## src/rtl/alu_pkg.sv

```systemverilog
// Shared ALU constants and types used by the result mux and the write-back
// demux: data width, number of result sources/destinations, select width,
// and the state encoding of the single-entry write-back stage.
package alu_pkg;

    localparam int unsigned ALU_WIDTH = 32;
    localparam int unsigned ALU_NSRC  = 10;
    localparam int unsigned ALU_SELW  = 4;

    typedef enum logic {
        EMPTY = 1'b0,
        FULL  = 1'b1
    } wb_state_t;

    // One-hot decode of a source/destination index; out-of-range indices give 0.
    function automatic logic [ALU_NSRC-1:0] sel_to_onehot(input logic [ALU_SELW-1:0] sel);
        logic [ALU_NSRC-1:0] oh;
        oh = '0;
        for (int unsigned i = 0; i < ALU_NSRC; i++) begin
            if (sel == ALU_SELW'(i)) begin
                oh[i] = 1'b1;
            end
        end
        return oh;
    endfunction

endpackage

```

## src/rtl/alu_demux_wb.sv

```systemverilog
// ALU result write-back demux: a single-entry registered stage that takes one
// ALU result plus a destination select and presents it to exactly one of
// NDEST destinations with a valid/ready handshake on both sides.
// Illegal selects are accepted, dropped and flagged; completed deliveries are
// counted for bring-up.
//
// Ports:
//   clk, rst_n            clock (rising edge), asynchronous active-low reset
//   in_valid/in_ready     upstream handshake (in_ready depends on out_ready)
//   in_data, in_sel       ALU result and destination index
//   out_data              held result, broadcast to all destinations
//   out_valid             one-hot per-destination valid
//   out_ready             per-destination accept
//   err, err_sel          sticky illegal-select flag and first bad select
//   err_clr               synchronous clear of err/err_sel
//   delivered_cnt         wrapping count of completed deliveries
module alu_demux_wb
    import alu_pkg::*;
#(
    parameter int unsigned WIDTH = ALU_WIDTH,
    parameter int unsigned NDEST = ALU_NSRC,
    parameter int unsigned SELW  = ALU_SELW,
    parameter int unsigned CNTW  = 16
) (
    input  logic             clk,
    input  logic             rst_n,
    input  logic             in_valid,
    output logic             in_ready,
    input  logic [WIDTH-1:0] in_data,
    input  logic [SELW-1:0]  in_sel,
    output logic [WIDTH-1:0] out_data,
    output logic [NDEST-1:0] out_valid,
    input  logic [NDEST-1:0] out_ready,
    output logic             err,
    output logic [SELW-1:0]  err_sel,
    input  logic             err_clr,
    output logic [CNTW-1:0]  delivered_cnt
);

    wb_state_t        state;
    wb_state_t        state_next;
    logic [SELW-1:0]  sel_q;
    logic             acc;
    logic             dlv;
    logic             sel_legal;
    logic             load;
    logic             bad;

    // State register.
    always_ff @(posedge clk or negedge rst_n) begin
        if (!rst_n) begin
            state <= EMPTY;
        end else begin
            state <= state_next;
        end
    end

    // Next state and handshake outputs. out_valid is decoded from the held
    // select rather than registered, so reset clears it immediately and it
    // can never be multi-hot.
    always_comb begin
        out_valid  = '0;
        state_next = state;
        for (int unsigned d = 0; d < NDEST; d++) begin
            if (state == FULL && sel_q == SELW'(d)) begin
                out_valid[d] = 1'b1;
            end
        end
        // Only the selected destination's ready can complete a delivery.
        dlv       = |(out_valid & out_ready);
        in_ready  = (state == EMPTY) || dlv;
        acc       = in_valid && in_ready;
        sel_legal = 32'(in_sel) < NDEST;
        load      = acc && sel_legal;
        bad       = acc && !sel_legal;
        if (load) begin
            state_next = FULL;
        end else if (dlv) begin
            state_next = EMPTY;
        end
    end

    // Datapath, error capture and delivery counter.
    always_ff @(posedge clk or negedge rst_n) begin
        if (!rst_n) begin
            out_data      <= '0;
            sel_q         <= '0;
            err           <= 1'b0;
            err_sel       <= '0;
            delivered_cnt <= '0;
        end else begin
            if (load) begin
                out_data <= in_data;
                sel_q    <= in_sel;
            end
            // A new illegal select beats a simultaneous clear; the clear
            // also re-arms capture of the select value.
            if (bad) begin
                err <= 1'b1;
                if (!err || err_clr) begin
                    err_sel <= in_sel;
                end
            end else if (err_clr) begin
                err     <= 1'b0;
                err_sel <= '0;
            end
            if (dlv) begin
                delivered_cnt <= delivered_cnt + 1'b1;
            end
        end
    end

endmodule

```

## config.mk

```make
export PLATFORM = sky130hd
export DESIGN_NAME = alu_demux_wb
export DESIGN_NICKNAME = d
export VERILOG_FILES = /design/src/rtl/alu_pkg.sv /design/src/rtl/alu_demux_wb.sv
export SDC_FILE = /design/constraint.sdc
export NUM_CORES = 1
export LEC_CHECK = 0
export CAP_MARGIN = 30
export CORE_MARGIN = 2
export CORE_UTILIZATION = 40
export CTS_BUF_LIST = sky130_fd_sc_hd__clkbuf_4
export DETAILED_ROUTE_END_ITERATION = 16
export PLACE_DENSITY_LB_ADDON = 0.25
export SYNTH_ARGS = -nofsm -noshare
export SYNTH_HDL_FRONTEND = slang
export SYNTH_SLANG_ARGS = --single-unit
```

## constraint.sdc

```tcl
create_clock -name clk -period 2.05 [get_ports clk]
set_clock_uncertainty 0.05 [all_clocks]
set_input_delay 0.205 -clock clk [delete_from_list [all_inputs] [get_ports clk]]
set_output_delay 0.205 -clock clk [all_outputs]
set_load 0.005 [all_outputs]
```

==> results of run 1 <==
[cell type report]
type / count / area, µm² / share of cell area
flip-flops and latches: 58 / 1456 / 0.3241
repair buffers: 150 / 1443 / 0.3210
multi-input cells: 133 / 1335 / 0.2970
well taps: 80 / 100.1 / 0.02227
clock inverters: 7 / 70.07 / 0.01559
clock buffers: 9 / 67.56 / 0.01503
inverters: 6 / 22.52 / 0.005011
[stage by stage]
step                      power (mW)  hold slack, ps  worst slack [ps]
after floorplan                3.366          -140.6            -182.4
after global placement         4.834         -0.7529            -395.5
after detailed placement       4.898           9.053            -438.0
after CTS                      6.023           119.0            -255.1
after global routing           6.491           138.9            -286.3
final                          6.124           141.1            -204.8
[state kept, by name, indices dropped and copies added, names as in the netlist]
register	cells
err	1
state	1
err_sel	4
sel_q	4
delivered_cnt	16
out_data	32
[metal layers]
layer | wire length (µm) | vias to the layer above | share of wire
met5 | 0 | - | 0
met4 | 110 | 0 | 0.016
met3 | 282 | 10 | 0.041
met2 | 3617 | 77 | 0.52
met1 | 2882 | 1067 | 0.42
li1 | - | 1032 | -
[path summary, 6_finish.rpt]
kind	from	to	slack [ps]	cells past startpoint
setup / recovery	sel_q[1]$_DFFE_PN0P_	delivered_cnt[13]$_DFFE_PN0P_	-200	9
hold / removal	rst_n	delivered_cnt[10]$_DFFE_PN0P_	140	2
setup reg to reg	sel_q[1]$_DFFE_PN0P_	delivered_cnt[13]$_DFFE_PN0P_	-200	9
hold reg to reg	delivered_cnt[15]$_DFFE_PN0P_	delivered_cnt[15]$_DFFE_PN0P_	420	1
max in group asynchronous	rst_n	sel_q[3]$_DFFE_PN0P_	1260	3
min in group clk	in_data[16]	out_data[16]$_DFFE_PN0P_	380	2
[worst register-to-register path: stages (launching register included)]
cell	delay, ps
dfrtp_2	450
buf_6	140
buf_6	110
buf_6	100
mux4_2	440
and2_4	180
nor3_4	270
buf_4	170
nor4_2	40
xor2_1	180
[cell usage in the layout (no fill, tap or decap), drive strengths merged, types with 4 or more instances in the layout]
cell type | netlist | routed
clkbuf | 0 | 13
nand2 | 12 | 12
inv | 6 | 6
mux2 | 35 | 35
nor3 | 7 | 7
clkdlybuf4s50 | 0 | 101
xor2 | 10 | 10
a21oi | 5 | 5
xnor2 | 5 | 5
dfrtp | 58 | 58
mux2i | 4 | 4
nor2 | 13 | 13
nand3 | 5 | 5
nor3b | 5 | 5
buf | 8 | 40
[cells in the mapped netlist (2+ instances only)]
cell type,count
inv_1,6
a21oi_1,5
nor3_1,6
nand4bb_1,3
mux2_4,30
dfrtp_1,58
mux2i_1,4
a22o_1,3
a31oi_1,2
or3b_2,2
o21ai_0,2
nor3b_1,4
nand4_1,3
mux2_2,4
nor2_1,13
nand3_1,4
buf_12,3
nand2_1,12
buf_6,3
xnor2_1,5
xor2_1,10
[what timing repair did]
action,CTS,global route
hold endpoints to repair,58,0
setup buffers,8,2
pin swaps,4,5
endpoints found under the setup margin,67,64
gates resized for setup,43,23
hold buffers,1,0
[power groups by stage]
stage	registers, mW	clock network [mW]	logic, mW
after floorplan	1.95	0	1.42
after global placement	1.97	0	2.86
after detailed placement	1.97	0	2.93
after CTS	1.99	0.832	3.20
after global routing	2.07	0.884	3.53
final	2.00	0.807	3.31
[logic make-up after synthesis]
kind of cell | after synthesis | synth area share
xor+xnor | 15 | 0.04717
fa+ha+maj | 1 | 0.004492
mux | 40 | 0.2058
flops | 58 | 0.5211
simple gates | 60 | 0.1312
buf+inv | 14 | 0.04627
compound gates | 17 | 0.04403
==> flow_metrics.py, run 1 <==
metrics = {
    "worst_setup_path": {
        "endpoint_kind": "flop",
        "cp_slowest_cell": "dfrtp_2",
        "worstPathArrival_ps": 2450,
        "worstSetupStartpointType": "flop",
        "crit_path_cell_trace": "buf_6 > buf_6 > buf_6 > mux4_2 > and2_4 > nor3_4 > buf_4 > nor4_2 > xor2_1",
        "path_common_cell": "buf_6",
        "path_max_fanout": 4,
        "crit_buf_inv": 4,
        "path_class": "reg -> reg",
        "cpLargestDelayFamily": "buffers and inverters",
        "required_ps": 2250,
        "cpPeakStageDelay_ps": 450,
    },
    "power": {
        "p_sw_frac": 0.3093,
        "p_clk_frac": 0.132,
        "p_leak_nw": 2.058,
        "pwr-share-seq": 0.327,
        "p_int_mw": 4.230,
        "ir_drop_v": 0.0009316,
        "power_frac_comb": 0.541,
        "switchingPower_mw": 1.894,
        "p_per_area_nw_per_um2": 1363,
    },
    "outcome": {
        "violations": "negative setup slack",
        "outcome": "finished, violations left",
    },
    "die": {
        "core-area_um2": 6756,
        "die_area_um2": 7647,
        "io_pins": 114,
        "rows": 30,
        "start_util": 0.4122,
        "die_y_um": 87.45,
        "die_w_um": 87.45,
    },
    "grt": {
        "grt_most_used_layer": "met2",
        "grtUsageTotal": 0.1866,
        "use_met1": 0.2368,
        "grt.met3_usage": 0.03791,
        "grt_max_degree": 53,
        "overflow": 0,
        "met2_usage": 0.3140,
        "first_global_vias": 2212,
        "grt_antenna_before_repair": 0,
        "grt_pass1_wl_mm": 10.96,
    },
    "logic_synthesis": {
        "ys_seq_area_frac": 0.5211,
        "ys_ff_latch": 58,
        "synth-edff-count": 0,
        "synth_ff_type": "dfrtp_1",
        "synthCells": 205,
        "synth_cell_type_count": 44,
        "avgSynthCellArea_um2": 13.59,
        "async_reset_ff_frac": 1.000,
        "synth_top_cell_by_area": "dfrtp_1",
        "syn_area_um2": 2785,
        "ys_warn_count": 0,
        "yosys-top-cells-area": "dfrtp_1, mux2_4, xor2_1, buf_12, nor2_1",
        "synth_top_area_frac": 0.5211,
        "synth_fp_nets": 256,
    },
    "placement": {
        "placed_cell_area_um2": 4150,
        "place_inst": 416,
        "routabilityCongestion": 0.7664,
        "port_buffers": 113,
        "hpwlAfterDp_mm": 4.900,
    },
    "final_layout": {
        "fin_cells": 443,
        "fin_util": 0.6652,
        "area_delta_synth_final_pct": 61.37,
        "final_nets": 409,
        "antenna_cells": 0,
        "fin_area_um2": 4494,
        "fillers": 526,
        "layout-drive-gt1-share": 0.3444,
    },
    "sta": {
        "post-route-min-period_ps": 2255,
        "hold_violations": 0,
        "timing.final.crit_share": 1.100,
        "rsz0062_at_grt": "true",
        "setup_violations": 57,
        "setup_tns_ps": -9131,
        "layout_setup_ws_ps": -204.8,
        "clock.fmax_mhz": 443.5,
        "slew-limit-headroom": 0.7300,
        "final_max_slew_viol_count": 0,
        "worst_slew_pin_slew_ps": 400.8,
    },
    "clock_network": {
        "cts_sinks": 58,
        "cts_tree": "done",
        "h-tree-depth": 3,
        "path_clk_slew_ps": 100,
        "root_buffer": "clkbuf_4",
        "clock_latency_ps": 380,
        "cts_buffers": 9,
        "cts_buffer_depth": 2,
    },
    "detailed_routing": {
        "postRouteWirelength_mm": 6.893,
        "drc": 0,
        "ant_nets": 0,
        "drt-initial-drc-count": 50,
        "routedWlPerCell_um": 15.56,
        "vias": 2186,
        "via_per_inst": 4.935,
        "drt_pass1_iterations": 4,
    },
    "hold_path": {
        "hold_class": "in -> async",
    },
    "flow_run": {
        "maxCapViolations": 0,
    },
}
Power figures use the tool's default switching activity.
==> inputs of run 2 (changes only) <==
--- a/config.mk
+++ b/config.mk
@@ -9,7 +9,9 @@
 export CORE_MARGIN = 2
 export CORE_UTILIZATION = 40
 export CTS_BUF_LIST = sky130_fd_sc_hd__clkbuf_4
+export CTS_CLUSTER_DIAMETER = 30
 export DETAILED_ROUTE_END_ITERATION = 16
+export GPL_ROUTABILITY_DRIVEN = 1
 export PLACE_DENSITY_LB_ADDON = 0.25
 export SYNTH_ARGS = -nofsm -noshare
 export SYNTH_HDL_FRONTEND = slang
==> results of run 2 <==
The final DEF is identical to that of run 1; final timing and power are the same.
==> inputs of run 3 (changes only) <==
--- a/config.mk
+++ b/config.mk
@@ -6,8 +6,8 @@
 export NUM_CORES = 1
 export LEC_CHECK = 0
 export CAP_MARGIN = 30
-export CORE_MARGIN = 2
-export CORE_UTILIZATION = 40
+export CORE_MARGIN = 4
+export CORE_UTILIZATION = 35
 export CTS_BUF_LIST = sky130_fd_sc_hd__clkbuf_4
 export CTS_CLUSTER_DIAMETER = 30
 export DETAILED_ROUTE_END_ITERATION = 16
==> flow_metrics.py, run 3 (same netlist as run 1, synthesis figures left out) <==
metrics = {
    "placement": {
        "place_inst": 435,
        "hpwlAfterDp_mm": 4.992,
        "routabilityCongestion": 0.7709,
        "port_buffers": 113,
        "dpl_worst_slack_ps": -410.9,
    },
    "final_layout": {
        "top_regs": "out_data (32), delivered_cnt (16)",
        "area_delta_synth_final_pct": 65.59,
        "fillers": 631,
        "largest_register": "out_data",
        "fin_cells": 467,
        "layout_common_cells": "clkdlybuf4s50_1, dfrtp_1, mux2_4",
        "final_common_cell": "clkdlybuf4s50_1",
        "final_nets": 411,
        "largest_reg_flops": 32,
        "layout-drive-gt1-share": 0.3507,
        "antenna_cells": 0,
    },
    "clock_network": {
        "h-tree-depth": 3,
        "cts_tree": "done",
        "cts_buffer_depth": 2,
        "cts_buffers": 9,
        "root_buffer": "clkbuf_4",
        "clock_latency_ps": 400,
        "cts_sinks": 58,
        "path_clk_slew_ps": 110,
    },
    "grt": {
        "grt_pass1_wl_mm": 11.51,
        "overflow": 0,
        "grtUsageTotal": 0.1516,
        "grt_max_degree": 26,
        "first_global_vias": 2267,
        "grt_antenna_before_repair": 0,
    },
    "detailed_routing": {
        "vias": 2206,
        "postRouteWirelength_mm": 7.182,
        "via_per_inst": 4.724,
        "drt-initial-drc-count": 55,
        "drt_pass1_iterations": 4,
        "drc": 0,
        "ant_nets": 0,
        "routedWlPerCell_um": 15.38,
    },
    "die": {
        "die_area_um2": 9449,
        "rows": 32,
        "start_util": 0.3604,
        "core-area_um2": 7727,
        "io_pins": 114,
        "die_w_um": 97.21,
        "die_y_um": 97.21,
    },
    "sta": {
        "setup_violations": 60,
        "setup_tns_ps": -8994,
        "rsz0062_at_grt": "true",
        "slew-limit-headroom": 0.6246,
        "layout_setup_ws_ps": -226.7,
        "hold_violations": 0,
        "final_max_slew_viol_count": 0,
        "post-route-min-period_ps": 2277,
        "worst_slew_pin_slew_ps": 563.0,
        "timing.final.crit_share": 1.111,
        "clock.fmax_mhz": 439.2,
    },
    "worst_setup_path": {
        "path_max_fanout": 13,
        "r2r-start": "sel_q[1]$_DFFE_PN0P_",
        "regToRegSetupSlack_ps": -230,
        "endpoint_kind": "flop",
        "worstSetupStartpointType": "flop",
        "r2r-end": "out_data[31]$_DFFE_PN0P_",
        "required_ps": 2290,
        "worstPathArrival_ps": 2510,
        "startpoint": "sel_q[1]$_DFFE_PN0P_",
        "r2r_cells": 6,
        "path_class": "reg -> reg",
    },
    "flow_run": {
        "maxCapViolations": 0,
    },
    "power": {
        "p_clk_frac": 0.110,
        "p_sw_frac": 0.3155,
        "power_frac_comb": 0.568,
        "p_int_mw": 4.204,
        "p_leak_nw": 2.089,
        "finalPower_mw": 6.143,
        "pwr-share-seq": 0.322,
        "ir_drop_v": 0.0006881,
        "p_per_area_nw_per_um2": 1332,
        "switchingPower_mw": 1.938,
    },
    "outcome": {
        "outcome": "finished, violations left",
        "violations": "negative setup slack",
    },
    "hold_path": {
        "hold_class": "in -> async",
    },
}
==> run 3: changes by cell type in the layout (fill, tap and decap cells not counted), sizes merged <==
cell,change
bufinv,-1
clkbuf,-2
clkdlybuf4s15,+1
clkdlybuf4s50,+2
clkinv,+1
clkinvlp,-1
dlygate4sd2,+2
==> run 3: what timing repair did <==
item,in CTS,in global routing
pin swaps,11,4
cloned,0,1
hold buffers,1,0
endpoints found under the setup margin,66,61
buffers inserted,14,1
resized for setup,60,17
hold endpoints to repair,23,0
==> run 3: metrics by stage <==
| step | hold slack (ps) | instance area, µm² | utilization |
|---|---|---|---|
| CTS | 280.1 | 4527 | 0.5858 |
| global placement | 184.3 | 4130 | 0.5345 |
| floorplan | -140.6 | 2785 | - |
| finish | 278.6 | 4612 | 0.5968 |
| global route | 320.8 | 4612 | 0.5968 |
| detailed placement | 182.0 | 4130 | 0.5345 |
==> run 3: worst max-delay path, stage by stage (launching register included) <==
cell     delay, ps
dfrtp_1        440
mux2_4         320
nor4b_4        130
or4b_4         560
nand3_4        160
buf_12         180
mux2_4         310
==> run 3: power groups by stage <==
stage | Combinational (mW) | Clock (mW) | Sequential [mW]
2_1_floorplan | 1.42 | 0 | 1.95
3_3_place_gp | 2.81 | 0 | 1.97
3_5_place_dp | 2.84 | 0 | 1.97
4_1_cts | 3.40 | 0.712 | 1.97
5_1_grt | 3.73 | 0.763 | 2.04
6_report | 3.49 | 0.677 | 1.98
==> run 3: metal layers <==
metal | vias to the layer above | GRT usage | part of all wire
met5 | - | 0 | 0
met4 | 0 | 0.06371 | 0.026
met3 | 12 | 0.04379 | 0.047
met2 | 62 | 0.2542 | 0.52
met1 | 1089 | 0.1815 | 0.41
li1 | 1043 | - | -
==> run 3: worst max path at each step <==
stage | endpoint
global placement | out_data[31]$_DFFE_PN0P_
global route | out_data[9]$_DFFE_PN0P_
detailed placement | out_data[31]$_DFFE_PN0P_
finish | out_data[31]$_DFFE_PN0P_
CTS | in_ready
floorplan | out_data[10]$_DFFE_PN0P_
==> run 3: final cells by class <==
cell class	instances	area (µm²)	share of cell area
Tap cell	102	127.6	0.02767
Clock buffer	10	75.07	0.01628
Sequential cell	58	1453	0.3150
Inverter	6	22.52	0.004883
Clock inverter	6	33.78	0.007325
Timing Repair Buffer	152	1508	0.3269
Multi-Input combinational cell	133	1393	0.3020
